## src/rtl/multicycle_core_seq.sv

```systemverilog
// Multi-cycle instruction sequencer: owns the PC and instruction register,
// drives the instruction/data memory handshakes, gates register-file writes
// to one strobe per retired instruction, and keeps cycle/retire counters.
module multicycle_core_seq #(
  parameter int unsigned          XLEN     = 32,
  parameter logic [XLEN-1:0]      RESET_PC = 32'h8000_0000,
  parameter int unsigned          TIMEOUT  = 255,
  parameter int unsigned          CNT_W    = 64
) (
  input  logic             clk,
  input  logic             rst,
  output logic             imem_req_valid,
  input  logic             imem_req_ready,
  output logic [XLEN-1:0]  imem_addr,
  input  logic             imem_rsp_valid,
  input  logic [31:0]      imem_rsp_data,
  output logic [31:0]      inst,
  output logic [XLEN-1:0]  pc,
  input  logic             dec_load,
  input  logic             dec_store,
  input  logic             dec_w_en,
  input  logic             dec_ebreak,
  input  logic             jump_en,
  input  logic [XLEN-1:0]  jump_pc,
  output logic             dmem_req_valid,
  input  logic             dmem_req_ready,
  output logic             dmem_we,
  input  logic             dmem_rsp_valid,
  output logic             rf_w_en,
  output logic             retire,
  output logic             halted,
  output logic             error,
  output logic [CNT_W-1:0] cycle_cnt,
  output logic [CNT_W-1:0] instret_cnt
);

  typedef enum logic [2:0] {
    S_FETCH_REQ,
    S_FETCH_WAIT,
    S_EXEC,
    S_MEM_REQ,
    S_MEM_WAIT,
    S_WB,
    S_HALT,
    S_ERROR
  } state_e;

  localparam logic [31:0] TIMEOUT_LAST = (TIMEOUT == 0) ? 32'd0 : 32'(TIMEOUT - 1);
  localparam logic [31:0] NOP_INST     = 32'h0000_0013;

  state_e            state_q, state_d;
  logic [XLEN-1:0]   pc_q, pc_d;
  logic [31:0]       inst_q, inst_d;
  logic              storeOp_q, storeOp_d;
  logic              wrEn_q, wrEn_d;
  logic              jumpEn_q, jumpEn_d;
  logic [XLEN-1:0]   jumpTgt_q, jumpTgt_d;
  logic              haltEntry_q, haltEntry_d;
  logic [31:0]       waitCnt_q, waitCnt_d;
  logic [CNT_W-1:0]  cycleCnt_q, instretCnt_q;

  logic inMemState;
  logic timeoutHit;
  logic misaligned;
  logic wbCommit;
  logic retireNow;

  // Decoded controls are captured in EXEC so every strobe below depends only on registers.
  assign inMemState = (state_q == S_FETCH_REQ) || (state_q == S_FETCH_WAIT) ||
                      (state_q == S_MEM_REQ)   || (state_q == S_MEM_WAIT);
  assign timeoutHit = (TIMEOUT != 0) && (waitCnt_q >= TIMEOUT_LAST);
  assign misaligned = jumpEn_q && (jumpTgt_q[1:0] != 2'b00);
  assign wbCommit   = (state_q == S_WB) && !misaligned;
  assign retireNow  = wbCommit || haltEntry_q;

  assign imem_req_valid = (state_q == S_FETCH_REQ);
  assign imem_addr      = pc_q;
  assign inst           = inst_q;
  assign pc             = pc_q;
  assign dmem_req_valid = (state_q == S_MEM_REQ);
  assign dmem_we        = (state_q == S_MEM_REQ) && storeOp_q;
  assign rf_w_en        = wbCommit && wrEn_q;
  assign retire         = retireNow;
  assign halted         = (state_q == S_HALT);
  assign error          = (state_q == S_ERROR);
  assign cycle_cnt      = cycleCnt_q;
  assign instret_cnt    = instretCnt_q;

  // Next-state logic: sequence each instruction through fetch, execute, memory and writeback.
  always_comb begin
    state_d     = state_q;
    pc_d        = pc_q;
    inst_d      = inst_q;
    storeOp_d   = storeOp_q;
    wrEn_d      = wrEn_q;
    jumpEn_d    = jumpEn_q;
    jumpTgt_d   = jumpTgt_q;
    haltEntry_d = 1'b0;
    waitCnt_d   = waitCnt_q;

    case (state_q)
      S_FETCH_REQ: begin
        if (imem_req_ready) state_d = S_FETCH_WAIT;
        else if (timeoutHit) state_d = S_ERROR;
      end
      S_FETCH_WAIT: begin
        if (imem_rsp_valid) begin
          inst_d  = imem_rsp_data;
          state_d = S_EXEC;
        end else if (timeoutHit) begin
          state_d = S_ERROR;
        end
      end
      S_EXEC: begin
        if (dec_ebreak) begin
          state_d     = S_HALT;
          haltEntry_d = 1'b1;
        end else begin
          storeOp_d = dec_store;
          wrEn_d    = dec_w_en;
          jumpEn_d  = jump_en;
          jumpTgt_d = jump_pc;
          state_d   = (dec_load || dec_store) ? S_MEM_REQ : S_WB;
        end
      end
      S_MEM_REQ: begin
        if (dmem_req_ready) state_d = S_MEM_WAIT;
        else if (timeoutHit) state_d = S_ERROR;
      end
      S_MEM_WAIT: begin
        if (dmem_rsp_valid) state_d = S_WB;
        else if (timeoutHit) state_d = S_ERROR;
      end
      S_WB: begin
        if (misaligned) begin
          state_d = S_ERROR;
        end else begin
          pc_d    = jumpEn_q ? jumpTgt_q : pc_q + XLEN'(4);
          state_d = S_FETCH_REQ;
        end
      end
      S_HALT:  state_d = S_HALT;
      S_ERROR: state_d = S_ERROR;
      default: state_d = S_ERROR;
    endcase

    if (state_d != state_q) waitCnt_d = 32'd0;
    else if (inMemState)    waitCnt_d = waitCnt_q + 32'd1;
  end

  // State, instruction, PC and counter registers with synchronous reset.
  always_ff @(posedge clk) begin
    if (rst) begin
      state_q      <= S_FETCH_REQ;
      pc_q         <= RESET_PC;
      inst_q       <= NOP_INST;
      storeOp_q    <= 1'b0;
      wrEn_q       <= 1'b0;
      jumpEn_q     <= 1'b0;
      jumpTgt_q    <= '0;
      haltEntry_q  <= 1'b0;
      waitCnt_q    <= 32'd0;
      cycleCnt_q   <= '0;
      instretCnt_q <= '0;
    end else begin
      state_q      <= state_d;
      pc_q         <= pc_d;
      inst_q       <= inst_d;
      storeOp_q    <= storeOp_d;
      wrEn_q       <= wrEn_d;
      jumpEn_q     <= jumpEn_d;
      jumpTgt_q    <= jumpTgt_d;
      haltEntry_q  <= haltEntry_d;
      waitCnt_q    <= waitCnt_d;
      cycleCnt_q   <= cycleCnt_q + CNT_W'(1);
      if (retireNow) instretCnt_q <= instretCnt_q + CNT_W'(1);
    end
  end

endmodule
```

## config.mk

```make
export PLATFORM = sky130hd
export DESIGN_NAME = multicycle_core_seq
export DESIGN_NICKNAME = d
export VERILOG_FILES = /design/src/rtl/multicycle_core_seq.sv
export SDC_FILE = /design/constraint.sdc
export NUM_CORES = 1
export LEC_CHECK = 0
export CAP_MARGIN = 0
export CORE_ASPECT_RATIO = 0.75
export CORE_MARGIN = 3
export CORE_UTILIZATION = 40
export CTS_CLUSTER_DIAMETER = 80
export DETAILED_ROUTE_END_ITERATION = 16
export PLACE_DENSITY = 0.77
export SETUP_SLACK_MARGIN = 0.2
export SYNTH_ARGS = -nofsm -noshare
export SYNTH_HDL_FRONTEND = slang
export SYNTH_SLANG_ARGS = --single-unit
```

## constraint.sdc

```tcl
create_clock -name clk -period 4.15 [get_ports clk]
set_input_delay 0.83 -clock clk [delete_from_list [all_inputs] [get_ports clk]]
set_output_delay 0.83 -clock clk [all_outputs]
set_load 0.01 [all_outputs]
```

# Word-level counts from Yosys, hierarchy flattened
# Cells that the tools add are included.
[totals] register_bits=263 latch_bits=0 ramBits=0 romBits=0 inputBits=75 out_inout_bits=231 word_cells=55 memories=0
[op_classes] add_sub_neg=4 multipliers=0 div_mod_pow=0 order_cmp=1 n_eq_ne=8 shift=0 n_mux=11 n_bitwise=3 reduce_logical=17
[op_table] operator="64-bit by 1-bit adder with 64-bit output, second input constant" n=2
[op_table] operator="32-bit by 1-bit adder with 32-bit output, second input constant" n=1
[op_table] operator="32-bit by 3-bit adder with 32-bit output, second input constant" n=1
[op_table] operator="32-bit by 8-bit greater-or-equal comparator with 1-bit output, second input constant" n=1
[op_table] operator="32-bit two-way mux" n=1
[op_table] operator="3-bit two-way mux" n=8
[op_table] operator="3-bit one-hot mux with 8 select lines" n=1
[op_table] operator="3-bit equality test, second input constant" n=4
[op_table] operator="3-bit by 2-bit equality test with 1-bit output, second input constant" n=2
[op_table] operator="2-bit AND reduction" n=3
[op_table] operator="1-bit logical OR" n=5
[op_table] operator="1-bit logical AND" n=4
[op_table] operator="2-bit OR reduction" n=2
[op_table] operator="3-bit by 1-bit equality test with 1-bit output, second input constant" n=1
[op_table] operator="3-bit zero test" n=1
[op_table] operator="3-bit inequality test" n=1
[op_table] operator="1-bit inverter" n=3
[op_table] operator="2-bit nonzero test" n=1
[op_table] operator="1-bit zero test" n=1
[op_table] operator="1-bit two-way mux" n=1

# Logic depth before layout (Yosys ltp)
# Gate-level depths: netlist of run 1.
[logic_depth] depth_word=6 ltp_mapped=10 ltp_nobuf=6

# Worst setup path before layout of run 1
# No wires, ideal clock.
[synth_timing] path_type="flip-flop to output port" from="register state_q[1]" to="output port dmem_we" arrival_time_ns=1.477 required_ns=3.320 setup_slack_ns=1.843 stages_incl_launch_ff=6 path_cell_list="dfxtp_1 buf_2 clkbuf_1 inv_1 nor3_1 and2_1"
[synth_via] elab_chain_cells=2
[synth_rtl] element="from (decl)" line_no="51" text="state_e state_q, state_d;"
[synth_rtl] element="from (signal assigned)" line_no="166" text="state_q <= state_d;"
[synth_rtl] element="3-bit by 2-bit equality test with 1-bit output"
[synth_rtl] element="named net dmem_req_valid" line_no="25" text="output logic dmem_req_valid,"
[synth_rtl] element="1-bit logical AND" line_no="81" text="assign dmem_we = (state_q == S_MEM_REQ) && storeOp_q;"
[synth_rtl] element="to (decl)" line_no="27" text="output logic dmem_we,"
# The timed path passes the listed nets, and every way through them passes these cells.

# Worst setup path in the final report of run 1
[layout_timing] from="register state_q[0]" to="output port retire"
[layout_via] elab_chain_cells=3
[layout_rtl] element="3-bit equality test" line_no="73" text="assign wbCommit = (state_q == S_WB) && !misaligned;"
[layout_rtl] element="1-bit logical AND" line_no="73"
[layout_rtl] element="1-bit logical OR" line_no="74" text="assign retireNow = wbCommit || haltEntry_q;"
[layout_rtl] element="to (decl)" line_no="30" text="output logic retire,"
# Every way passes these cells.

==> results.toml, run 1 <==
[outcome]
outcome = "finished, final reports clean"

[critical_path]
end_kind = "output pin"
cp_max_fo = 23
max_stage_delay_ns = 0.82
cp-start-kind = "flop"
path_depth = 4
worstReg2RegEnd = "instret_cnt[51]$_SDFFE_PP0P_"
slowest_stage = "dfxtp_1"
path_cells = "and3b_1 -> a21oi_4 -> clkinv_1 -> clkdlybuf4s50_1"
arrival_ns = 2.79
startpoint = "state_q[0]$_SDFF_PP0_"
r2r_slack_ns = 0.90
worstSetupPathType = "reg2out"
r2r_cells = 6
cp-endpoint = "retire"
r2r_start = "state_q[0]$_SDFF_PP0_"
cp_num_buf_inv = 2
worstPathRequired_ns = 3.32
crit_family = "flip-flops"

[synthesis]
synthTopCellsByArea = "dfxtp_1, a21oi_1, nand2_1"
yosysTopAreaCell = "dfxtp_1"
ys_ff_latch = 263
synth_async_sr_flop_share_pct = 0
synth_nets = 1669
ys_seq_area_share_pct = 41.3
synth_top_area_share_pct = 41.3
syn_inst = 1589
synth_cell_types = 75
yosys_warnings = 0
yosysMostFrequentCell = "dfxtp_1"
synth_edf_count = 0
synthFlopType = "dfxtp_1"
avgSynthCellArea_um2 = 8.01
syn_area_mm2 = 0.0127
yosys-top-cells-count = "dfxtp_1, nand2_1, a21oi_1, clkbuf_1, nor2_1"

[power_and_ir_drop]
sw_frac_of_total_pct = 24.5
p_int_mw = 4.35
comb_power_share_pct = 9.6
pwr-share-clk_pct = 44.1
peakVddDrop_v = 0.000231
pwr-share-seq_pct = 46.3
power.density_mw_per_mm2 = 345
p_switching_mw = 1.41
p_leak_nw = 5.10

[route]
routed_wl_um = 39100
ant_nets = 0
dr.pass1.iters = 5
drc = 0
drt-initial-drc-count = 1042
viasPerCell = 5.70
vias = 12700
wl_per_cell_um = 17.5

[timing]
min_period_ns = 3.62
setup_viol = 0
fin_hold_ws_ns = 0.451
finalHoldViolCount = 0
fin_crit_sh_pct = 87.3
fmaxAchievable_mhz = 276
finClkSkew_ns = 0.0191
rsz0062_at_grt = "false"
report.final.slew_viol_count = 0
tightest_slew_ns = 1.01
tns_ns = 0
slew-limit-headroom_pct = 31.7
setup_slack_ns = 0.528

[cts]
htreeDepth = 1
hold_buffers = 0
post_cts.repair.setup_buffers = 0
insertion_delay_ns = 0.56
clock-root-buffer = "clkbuf_16"
cts_tree = "built"
clk_pin_slew_ns = 0.06
cts-buffers-inserted = 29
cts_num_sinks = 263
clockBufferDepth = 3

[placed_design]
pre_cts_ws_ns = 0.937
io_buffers = 305
gp_congestion = 0.874
dp_hpwl_um = 27200

[job]
cap_viol_max_count = 0

[finish]
area_delta_synth_final_pct = 31.3
regArea_mm2 = 0.00527
multi_input_area_mm2 = 0.00671
post-route-util_pct = 54.4
finalNetCount = 1889
nFillCells = 2771
drive_gt1_share_pct = 4.76

[global_route]
grt_max_degree = 143
grt-ovfl-total = 0
grt_pass1_vias = 11600
antenna_found_initial = 2
grt_pass1_wl_um = 62400
grt_use_total_pct = 21.9

[floorplanning]
die_w_um = 212
placementRows = 55
die_area_mm2 = 0.0340
die_y_um = 161
pin_count = 306
coreArea_mm2 = 0.0308
start_util_pct = 41.4

[worst_hold_path]
hold_class = "reg2reg"
state kept, by name, summed over array words and instances, names as in the netlist:
name and count:
cycle_cnt 64, haltEntry_q 1, imem_addr 32, inst 32
instret_cnt 64, jumpEn_q 1, jumpTgt_q 32, state_q 3
storeOp_q 1, waitCnt_q 32, wrEn_q 1
layout make-up:
class	count	area share [%]
Multi-Input combinational cell	1159	40.1
Sequential cell	263	31.5
Timing Repair Buffer	320	19.0
Clock buffer	41	4.91
Tap cell	399	2.99
Inverter	36	0.808
Clock inverter	9	0.629
Antenna cell	2	0.0299
timing repair:
item / 4_1_cts / 5_1_grt
hold endpoints to repair: 0 / 0
endpoints found under the setup margin: 0 / 1
gates resized for setup: 0 / 1
worst reg2reg max path, stage by stage (launching register included):
cell	delay, ns
dfxtp_1	0.82
and3b_1	0.50
a21oi_4	0.18
clkinv_1	0.17
nand4_1	0.60
or4_1	0.73
a21oi_1	0.15
cells in the final DEF, fill, tap and decap left out, types with 5 or more instances in the layout:
cell,n
a21oi_1,172
a22oi_1,16
a31oi_1,8
and2_1,12
and3_1,26
and4_1,24
buf_4,14
clkbuf_1,7
clkbuf_16,29
clkbuf_8,5
clkdlybuf4s50_1,304
clkinv_2,5
dfxtp_1,263
ha_1,5
inv_1,35
mux2i_1,10
nand2_1,225
nand3_1,75
nand4_1,50
nor2_1,78
nor3_1,75
nor4_1,37
o21a_1,7
o21ai_0,55
o31ai_1,46
or2_2,8
or3_1,41
or4_1,46
xnor2_1,44
xor2_1,22
power by group through the flow:
| stage | registers [mW] | clock network, mW | logic, mW |
|---|---|---|---|
| floorplan | 2.71 | 0 | 0.298 |
| global placement | 2.72 | 0 | 0.545 |
| detailed placement | 2.73 | 0 | 0.552 |
| CTS | 2.67 | 2.62 | 0.555 |
| global route | 2.68 | 2.72 | 0.601 |
| finish | 2.67 | 2.54 | 0.553 |
logic make-up after synthesis:
family,count (synthesis),share of synthesized area [%]
simple gates,723,29.8
xor+xnor,66,4.54
mux,12,1.05
flops,263,41.3
compound gates,353,16.7
fa+ha+maj,5,0.491
buf+inv,167,6.13
metrics by stage:
step | area, um2 | instances | total power, mW
after detailed placement | 15800 | 2177 | 3.28
after global placement | 15800 | 2177 | 3.27
final | 16700 | 2229 | 5.77
after CTS | 16700 | 2227 | 5.85
after global routing | 16700 | 2229 | 6.01
after floorplan | 12700 | 1589 | 3.01
per-layer routing:
| layer | wire length, um | GRT usage [%] | up-vias |
|---|---|---|---|
| met5 | 0 | 0 | - |
| met4 | 1080 | 6.78 | 0 |
| met3 | 2920 | 5.37 | 55 |
| met2 | 17600 | 34.3 | 414 |
| met1 | 17400 | 29.9 | 6031 |
| li1 | - | - | 6210 |
how the worst min path moves through the flow:
stage	start	to	slack, ns	cells after the start
2_1_floorplan	storeOp_q$_SDFFE_PP0P_	storeOp_q$_SDFFE_PP0P_	0.43	2
3_3_place_gp	inst[8]$_SDFFE_PP0P_	inst[8]$_SDFFE_PP0P_	0.44	2
3_5_place_dp	inst[22]$_SDFFE_PP0P_	inst[22]$_SDFFE_PP0P_	0.45	2
4_1_cts	inst[22]$_SDFFE_PP0P_	inst[22]$_SDFFE_PP0P_	0.45	2
5_1_grt	inst[29]$_SDFFE_PP0P_	inst[29]$_SDFFE_PP0P_	0.47	2
6_report	jumpTgt_q[24]$_SDFFE_PP0P_	jumpTgt_q[24]$_SDFFE_PP0P_	0.45	2
No activity file was read; power rests on OpenSTA's default activity.
==> run 2, diff against run 1 <==
--- a/config.mk
+++ b/config.mk
@@ -11,7 +11,8 @@
 export CORE_UTILIZATION = 40
 export CTS_CLUSTER_DIAMETER = 80
 export DETAILED_ROUTE_END_ITERATION = 16
-export PLACE_DENSITY = 0.77
+export GPL_TIMING_DRIVEN = 0
+export PLACE_DENSITY = 0.71
 export SETUP_SLACK_MARGIN = 0.2
 export SYNTH_ARGS = -nofsm -noshare
 export SYNTH_HDL_FRONTEND = slang
==> run 2 against run 1 <==
Effect of this change: global-route usage is 2.0 points higher; die area stayed put; combinational power is 13% higher; clock skew is 0.0057 ns lower; count of clock-buffer cells in the layout is 6 lower; critical path type unchanged.
==> results.toml, run 2 (same netlist as run 1, synthesis figures left out) <==
[outcome]
outcome = "finished, final reports clean"

[power_and_ir_drop]
comb_power_share_pct = 10.5
sw_frac_of_total_pct = 24.7
pwr-share-seq_pct = 44.7
p_switching_mw = 1.47
p_int_mw = 4.48
pwr-share-clk_pct = 44.8
power.density_mw_per_mm2 = 345
p_leak_nw = 5.38
peakVddDrop_v = 0.000293

[timing]
fin_hold_ws_ns = 0.450
min_period_ns = 3.66
setup_viol = 0
tns_ns = 0
finClkSkew_ns = 0.0134
fin_crit_sh_pct = 88.2
tightest_slew_ns = 1.08
finalHoldViolCount = 0
fmaxAchievable_mhz = 273
report.final.slew_viol_count = 0
rsz0062_at_grt = "false"
slew-limit-headroom_pct = 27.6

[cts]
clock-root-buffer = "clkbuf_16"
ctsResizeCount = 0
insertion_delay_ns = 0.55
hold_buffers = 0
clockBufferDepth = 3
post_cts.repair.setup_buffers = 0
cts-buffers-inserted = 28
cts_num_sinks = 263
clk_pin_slew_ns = 0.06
htreeDepth = 1
cts_tree = "built"

[floorplanning]
die_w_um = 212
coreArea_mm2 = 0.0308
pin_count = 306
die_y_um = 161
start_util_pct = 41.4
placementRows = 55
die_area_mm2 = 0.0340

[finish]
diodes = 0
final_common_cell = "clkdlybuf4s50_1"
final_cell_mix = "clkdlybuf4s50_1, dfxtp_1, nand2_1"
nFillCells = 2798
finalNetCount = 2003
finalNonFillerCells = 2344
finalInstanceArea_mm2 = 0.0173
post-route-util_pct = 56.1
drive_gt1_share_pct = 6.43
area_delta_synth_final_pct = 35.6

[placed_design]
dp_cells = 2292
placed_area_mm2 = 0.0163
gp_congestion = 0.897
dp_hpwl_um = 31300
io_buffers = 304

[route]
routed_wl_um = 42300
vias = 13300
viasPerCell = 5.67
wl_per_cell_um = 18.0
wl_met3_um = 3470
drc = 0
met1_length_um = 19900
ant_nets = 0
wl_met2_um = 18100
top_layer_used = "met4"
dr.pass1.iters = 5
drt-initial-drc-count = 1011

[global_route]
grt-ovfl-total = 0
grt_pass1_vias = 12100
grt_max_degree = 15
grt_pass1_wl_um = 67000
grt_use_total_pct = 23.9
antenna_found_initial = 0

[critical_path]
arrival_ns = 2.83
r2r_start = "state_q[0]$_SDFF_PP0_"
cp-start-kind = "flop"
startpoint = "state_q[2]$_SDFF_PP0_"
worstSetupPathType = "reg2out"
end_kind = "output pin"
worstPathRequired_ns = 3.32
cp_max_fo = 10

[worst_hold_path]
hold_class = "reg2reg"
min_from = "wrEn_q$_SDFFE_PP0P_"

[job]
cap_viol_max_count = 0
==> run 2: cell types whose count changed in the layout (fill, tap and decap cells not counted), moves of 2 or more <==
cell	previous run	this run
bufinv_16	2	4
buf_1	0	4
buf_2	0	11
clkbuf_1	7	81
diode_2	2	0
clkinv_2	5	10
buf_4	14	33
clkbuf_2	0	2
==> run 2: path summary, 6_finish.rpt <==
check | endpoint | slack, ns | depth (start not counted)
max | retire | 0.49 | 7
min | wrEn_q$_SDFFE_PP0P_ | 0.45 | 2
max reg2reg | waitCnt_q[6]$_SDFFE_PP0P_ | 1.21 | 7
min reg2reg | wrEn_q$_SDFFE_PP0P_ | 0.45 | 2
==> run 2: final cells by class <==
| cell class | instances | area (um2) | area share, % |
|---|---|---|---|
| inverters | 36 | 135 | 0.783 |
| well taps | 399 | 499 | 2.89 |
| multi-input cells | 1159 | 6690 | 38.7 |
| clock inverters | 17 | 195 | 1.13 |
| plain buffers | 131 | 647 | 3.75 |
| repair buffers | 304 | 3040 | 17.6 |
| flip-flops and latches | 263 | 5270 | 30.5 |
| clock buffers | 35 | 788 | 4.57 |
==> run 2: routing by layer <==
| metal | vias up | global-route usage (%) |
|---|---|---|
| met3 | 55 | 5.57 |
| met1 | 6281 | 35.3 |
| li1 | 6445 | - |
| met5 | - | 0 |
| met2 | 509 | 35.5 |
| met4 | 0 | 5.17 |
==> run 2: stage by stage <==
step | total power [mW] | worst slack, ns
6_report | 5.95 | 0.488
5_1_grt | 6.18 | 0.323
4_1_cts | 6.01 | 0.235
3_5_place_dp | 3.34 | 0.793
3_3_place_gp | 3.33 | 0.810
2_1_floorplan | 3.01 | 1.84
==> run 2: critical path, cell delays in order (launching register included) <==
cell and delay (ns):
dfxtp_1 0.31, buf_6 0.14, and3b_1 0.19, buf_4 0.17, a21oi_2 0.29, clkinv_1 0.31
buf_1 0.33, clkdlybuf4s50_1 0.56
==> run 2: power groups by stage <==
stage               combinational (mW)  sequential, mW  clock, mW
CTS                              0.625            2.66       2.72
finish                           0.623            2.66       2.67
global placement                 0.616            2.71          0
global route                     0.680            2.67       2.83
detailed placement               0.622            2.72          0
floorplan                        0.298            2.71          0
==> run 3, diff against run 2 <==
--- a/config.mk
+++ b/config.mk
@@ -14,6 +14,8 @@
 export GPL_TIMING_DRIVEN = 0
 export PLACE_DENSITY = 0.71
 export SETUP_SLACK_MARGIN = 0.2
+export SLEW_MARGIN = 25
 export SYNTH_ARGS = -nofsm -noshare
 export SYNTH_HDL_FRONTEND = slang
 export SYNTH_SLANG_ARGS = --single-unit
+export TNS_END_PERCENT = 20
==> run 3 against run 2 <==
Effect of this change: critical path depth is the same; global-route usage did not move; sequential power hardly changed; clock power barely moved; total power about the same; non-clock buffer count did not move; first-iteration DRC count increased by 2.4%; critical path type unchanged.
==> results.toml, run 3 (same netlist as run 1, synthesis figures left out) <==
[outcome]
outcome = "finished, final reports clean"

[timing]
fin_crit_sh_pct = 88.4
setup_viol = 0
min_period_ns = 3.67
tightest_slew_ns = 1.01
tns_ns = 0
setup_slack_ns = 0.481
rsz0062_at_grt = "false"
slew-limit-headroom_pct = 32.3
finalHoldViolCount = 0
report.final.slew_viol_count = 0
fmaxAchievable_mhz = 273
finClkSkew_ns = 0.0128
fin_hold_ws_ns = 0.450

[floorplanning]
die_y_um = 161
coreArea_mm2 = 0.0308
die_w_um = 212
pin_count = 306
placementRows = 55
die_area_mm2 = 0.0340
start_util_pct = 41.4

[worst_hold_path]
min_from = "wrEn_q$_SDFFE_PP0P_"
hold_path_end = "wrEn_q$_SDFFE_PP0P_"
hold_class = "reg2reg"
whs_path_depth = 2

[route]
viasPerCell = 5.66
wl_met2_um = 18100
wl_met3_um = 3680
routed_wl_um = 42200
drt-initial-drc-count = 1035
drc = 0
vias = 13300
dr.pass1.iters = 6
top_layer_used = "met4"
wl_per_cell_um = 18.0
met1_length_um = 19600
ant_nets = 0

[finish]
drive_gt1_share_pct = 6.53
final_common_cell = "clkdlybuf4s50_1"
nFillCells = 2793
finalNetCount = 2003
final_cell_mix = "clkdlybuf4s50_1, dfxtp_1, nand2_1"
diodes = 0
finalNonFillerCells = 2344
area_delta_synth_final_pct = 35.6

[critical_path]
arrival_ns = 2.84
worstReg2RegEnd = "waitCnt_q[6]$_SDFFE_PP0P_"
cp_max_fo = 10
worstPathRequired_ns = 3.32
end_kind = "output pin"
r2r_start = "state_q[0]$_SDFF_PP0_"
cp-start-kind = "flop"
worstSetupPathType = "reg2out"
r2r_cells = 7
r2r_slack_ns = 1.25

[power_and_ir_drop]
peakVddDrop_v = 0.000293
p_leak_nw = 5.38
power.density_mw_per_mm2 = 344

[placed_design]
dp_hpwl_um = 31300
gp_congestion = 0.897
dp_cells = 2292
pre_cts_ws_ns = 0.793
io_buffers = 304

[global_route]
grt-ovfl-total = 0
grt_use_total_pct = 23.9
antenna_found_initial = 0
grt_pass1_wl_um = 67000
grt_pass1_vias = 12100
grt_max_degree = 15

[cts]
clockBufferDepth = 3
cts-buffers-inserted = 28
htreeDepth = 1
clk_pin_slew_ns = 0.06
clock-root-buffer = "clkbuf_16"
insertion_delay_ns = 0.55
cts_num_sinks = 263
cts_tree = "built"
post_cts.repair.setup_buffers = 0

[job]
cap_viol_max_count = 0
-- run 3: worst max path at each step --
| stage | depth (start not counted) | to | slack (ns) | startpoint |
|---|---|---|---|---|
| 3_3_place_gp | 5 | instret_cnt[62]$_SDFFE_PP0P_ | 0.81 | rst |
| 4_1_cts | 6 | retire | 0.23 | jumpEn_q$_SDFFE_PP0P_ |
| 2_1_floorplan | 5 | dmem_we | 1.84 | state_q[1]$_SDFF_PP0_ |
| 3_5_place_dp | 5 | cycle_cnt[20]$_SDFF_PP0_ | 0.79 | rst |
| 5_1_grt | 6 | retire | 0.32 | jumpEn_q$_SDFFE_PP0P_ |
| 6_report | 7 | retire | 0.48 | state_q[2]$_SDFF_PP0_ |
-- run 3: routing by layer --
layer	vias up	GRT usage, %
met5	-	0
met4	0	5.17
met3	56	5.57
met2	506	35.5
met1	6260	35.3
li1	6438	-
-- run 3: timing repair --
item | CTS | global route
setup endpoints to repair | 0 | 1
hold buffers | 0 | 0
resized for setup | 0 | 2
-- run 3: metrics by stage --
stage	power, mW	area [um2]	utilization (%)
global route	6.18	17300	56.2
global placement	3.33	16300	52.9
detailed placement	3.34	16300	52.9
floorplan	3.01	12700	-
finish	5.95	17300	56.2
CTS	6.01	17300	56.1
-- run 3: worst max-delay path, stage by stage (launching register included) --
cell	delay, ns
dfxtp_1	0.31
buf_6	0.14
and3b_1	0.19
buf_4	0.17
a21oi_2	0.29
clkinv_1	0.31
buf_1	0.34
clkdlybuf4s50_1	0.56
-- run 3: area by class of cell --
type / count / area, um2 / area share [%]
sequential: 263 / 5270 / 30.5
buffer: 131 / 647 / 3.75
multi-input combinational: 1159 / 6700 / 38.8
clock inverter: 17 / 195 / 1.13
tap: 399 / 499 / 2.89
clock buffer: 35 / 788 / 4.56
inverter: 36 / 135 / 0.782
timing repair buffer: 304 / 3040 / 17.6
-- run 3: power by group --
group          switching (mW)  leakage (nW)  internal, mW
Combinational           0.320          2.77         0.303
Sequential             0.0760          2.13          2.59
Clock                    1.07         0.493          1.60
Total                    1.47          5.38          4.48
==> patch, RTL diff (flow settings as in run 3) <==
The 8 states of `state_e` get a one-hot encoding in 8 bits.
--- a/src/rtl/multicycle_core_seq.sv
+++ b/src/rtl/multicycle_core_seq.sv
@@ -34,15 +34,15 @@
   output logic [CNT_W-1:0] instret_cnt
 );
 
-  typedef enum logic [2:0] {
-    S_FETCH_REQ,
-    S_FETCH_WAIT,
-    S_EXEC,
-    S_MEM_REQ,
-    S_MEM_WAIT,
-    S_WB,
-    S_HALT,
-    S_ERROR
+  typedef enum logic [7:0] {
+    S_FETCH_REQ  = 8'b00000001,
+    S_FETCH_WAIT = 8'b00000010,
+    S_EXEC       = 8'b00000100,
+    S_MEM_REQ    = 8'b00001000,
+    S_MEM_WAIT   = 8'b00010000,
+    S_WB         = 8'b00100000,
+    S_HALT       = 8'b01000000,
+    S_ERROR      = 8'b10000000
   } state_e;
 
   localparam logic [31:0] TIMEOUT_LAST = (TIMEOUT == 0) ? 32'd0 : 32'(TIMEOUT - 1);
Check against the original RTL: no difference found for any inputs over 4 cycles, from zero or initial values and one cycle with rst high; so few cycles prove little.
==> patch against run 3 <==
- design area fell by 2.1%
- wire length fell by 8.4%
- synthesized area fell by 2.5%
- sequential cell count up 5
- largest cell class unchanged
- combinational power decreased by 47%
- clock skew up 0.00082 ns
- via count is 6.4% lower
- core utilization shrank 0.44 points
- global-route usage is 1.8 points lower
- worst setup slack lost 0.15 ns
- largest power group unchanged
- final cell count fell by 1.3%
- synthesized cell count decreased by 1.7%
- power fell by 8.6%
==> patch: results (changes against run 3) <==
avgSynthCellArea_um2: 7.95  # -0.78%
grt_usage_pct: 22.2  # -1.8 points
r2r_setup_slack_ns: 1.08  # -0.17 ns
grt_use_met2_pct: 34.9  # -0.60 points
powerClk_mw: 2.48  # -7%
wl_met2_mm: 17.3  # -4.1%
holdPathEnd: "inst[22]"
r2r-start: "instret_cnt[13]"
gp_congestion: 0.896  # -0.11%
worst_slew_pin_slew_ns: 0.912  # -0.0951 ns
dp_hpwl_mm: 28.6  # -8.6%
p_leak_nw: 5.50  # +2.1%
power.density_nw_per_um2: 322  # -6.6%
dp_cells: 2267  # -1.1%
rr_endpoint: "instret_cnt[38]"
hold_ws_ns: 0.453  # +0.00273 ns
min_from: "inst[22]"
vias_per_cell: 5.37  # -5.1%
finClkSkew_ns: 0.0137  # +0.000824 ns
postPlaceCellArea_um2: 16000  # -1.7%
num_vias: 12414  # -6.4%
outcome: "finished, final reports clean"
wl_met1_mm: 17.8  # -9.4%
io_buffers: 305  # +0.33%
worst_ep_arrival_time_ns: 2.99  # +0.15 ns
first_pass_iters: 5  # -1
synth_fp_nets: 1642  # -1.6%
n_fill_cell: 2769  # -0.86%
p_int_mw: 4.24  # -5.4%
wl_met3_mm: 2.95  # -20%
patch: worst max-delay path by stage:
stage | from | to | slack, ns | cells after the start
detailed placement | state_q[3] | rf_w_en | -0.11 | 9
finish | state_q[4] | dmem_we | 0.33 | 7
floorplan | state_q[3] | rf_w_en | 1.03 | 8
global placement | state_q[3] | rf_w_en | -0.08 | 9
CTS | state_q[4] | dmem_we | 0.32 | 7
global route | state_q[4] | dmem_we | 0.22 | 7
patch: cells by family after synthesis:
kind of cell,Yosys count,synth area share [%]
simple gates,754,29.4
flops,268,43.2
compound gates,254,11.7
buf+inv,149,5.64
xor+xnor,115,8.11
mux,17,1.39
fa+ha+maj,5,0.504
patch: area by class of cell:
class	count	area, um2	area share (%)
well taps	399	499	2.95
repair buffers	307	3070	18.1
clock buffers	38	810	4.79
clock inverters	5	75.1	0.444
multi-input cells	1145	6380	37.7
flip-flops and latches	268	5370	31.7
inverters	34	128	0.755
plain buffers	115	578	3.42
diodes	2	5.00	0.0296
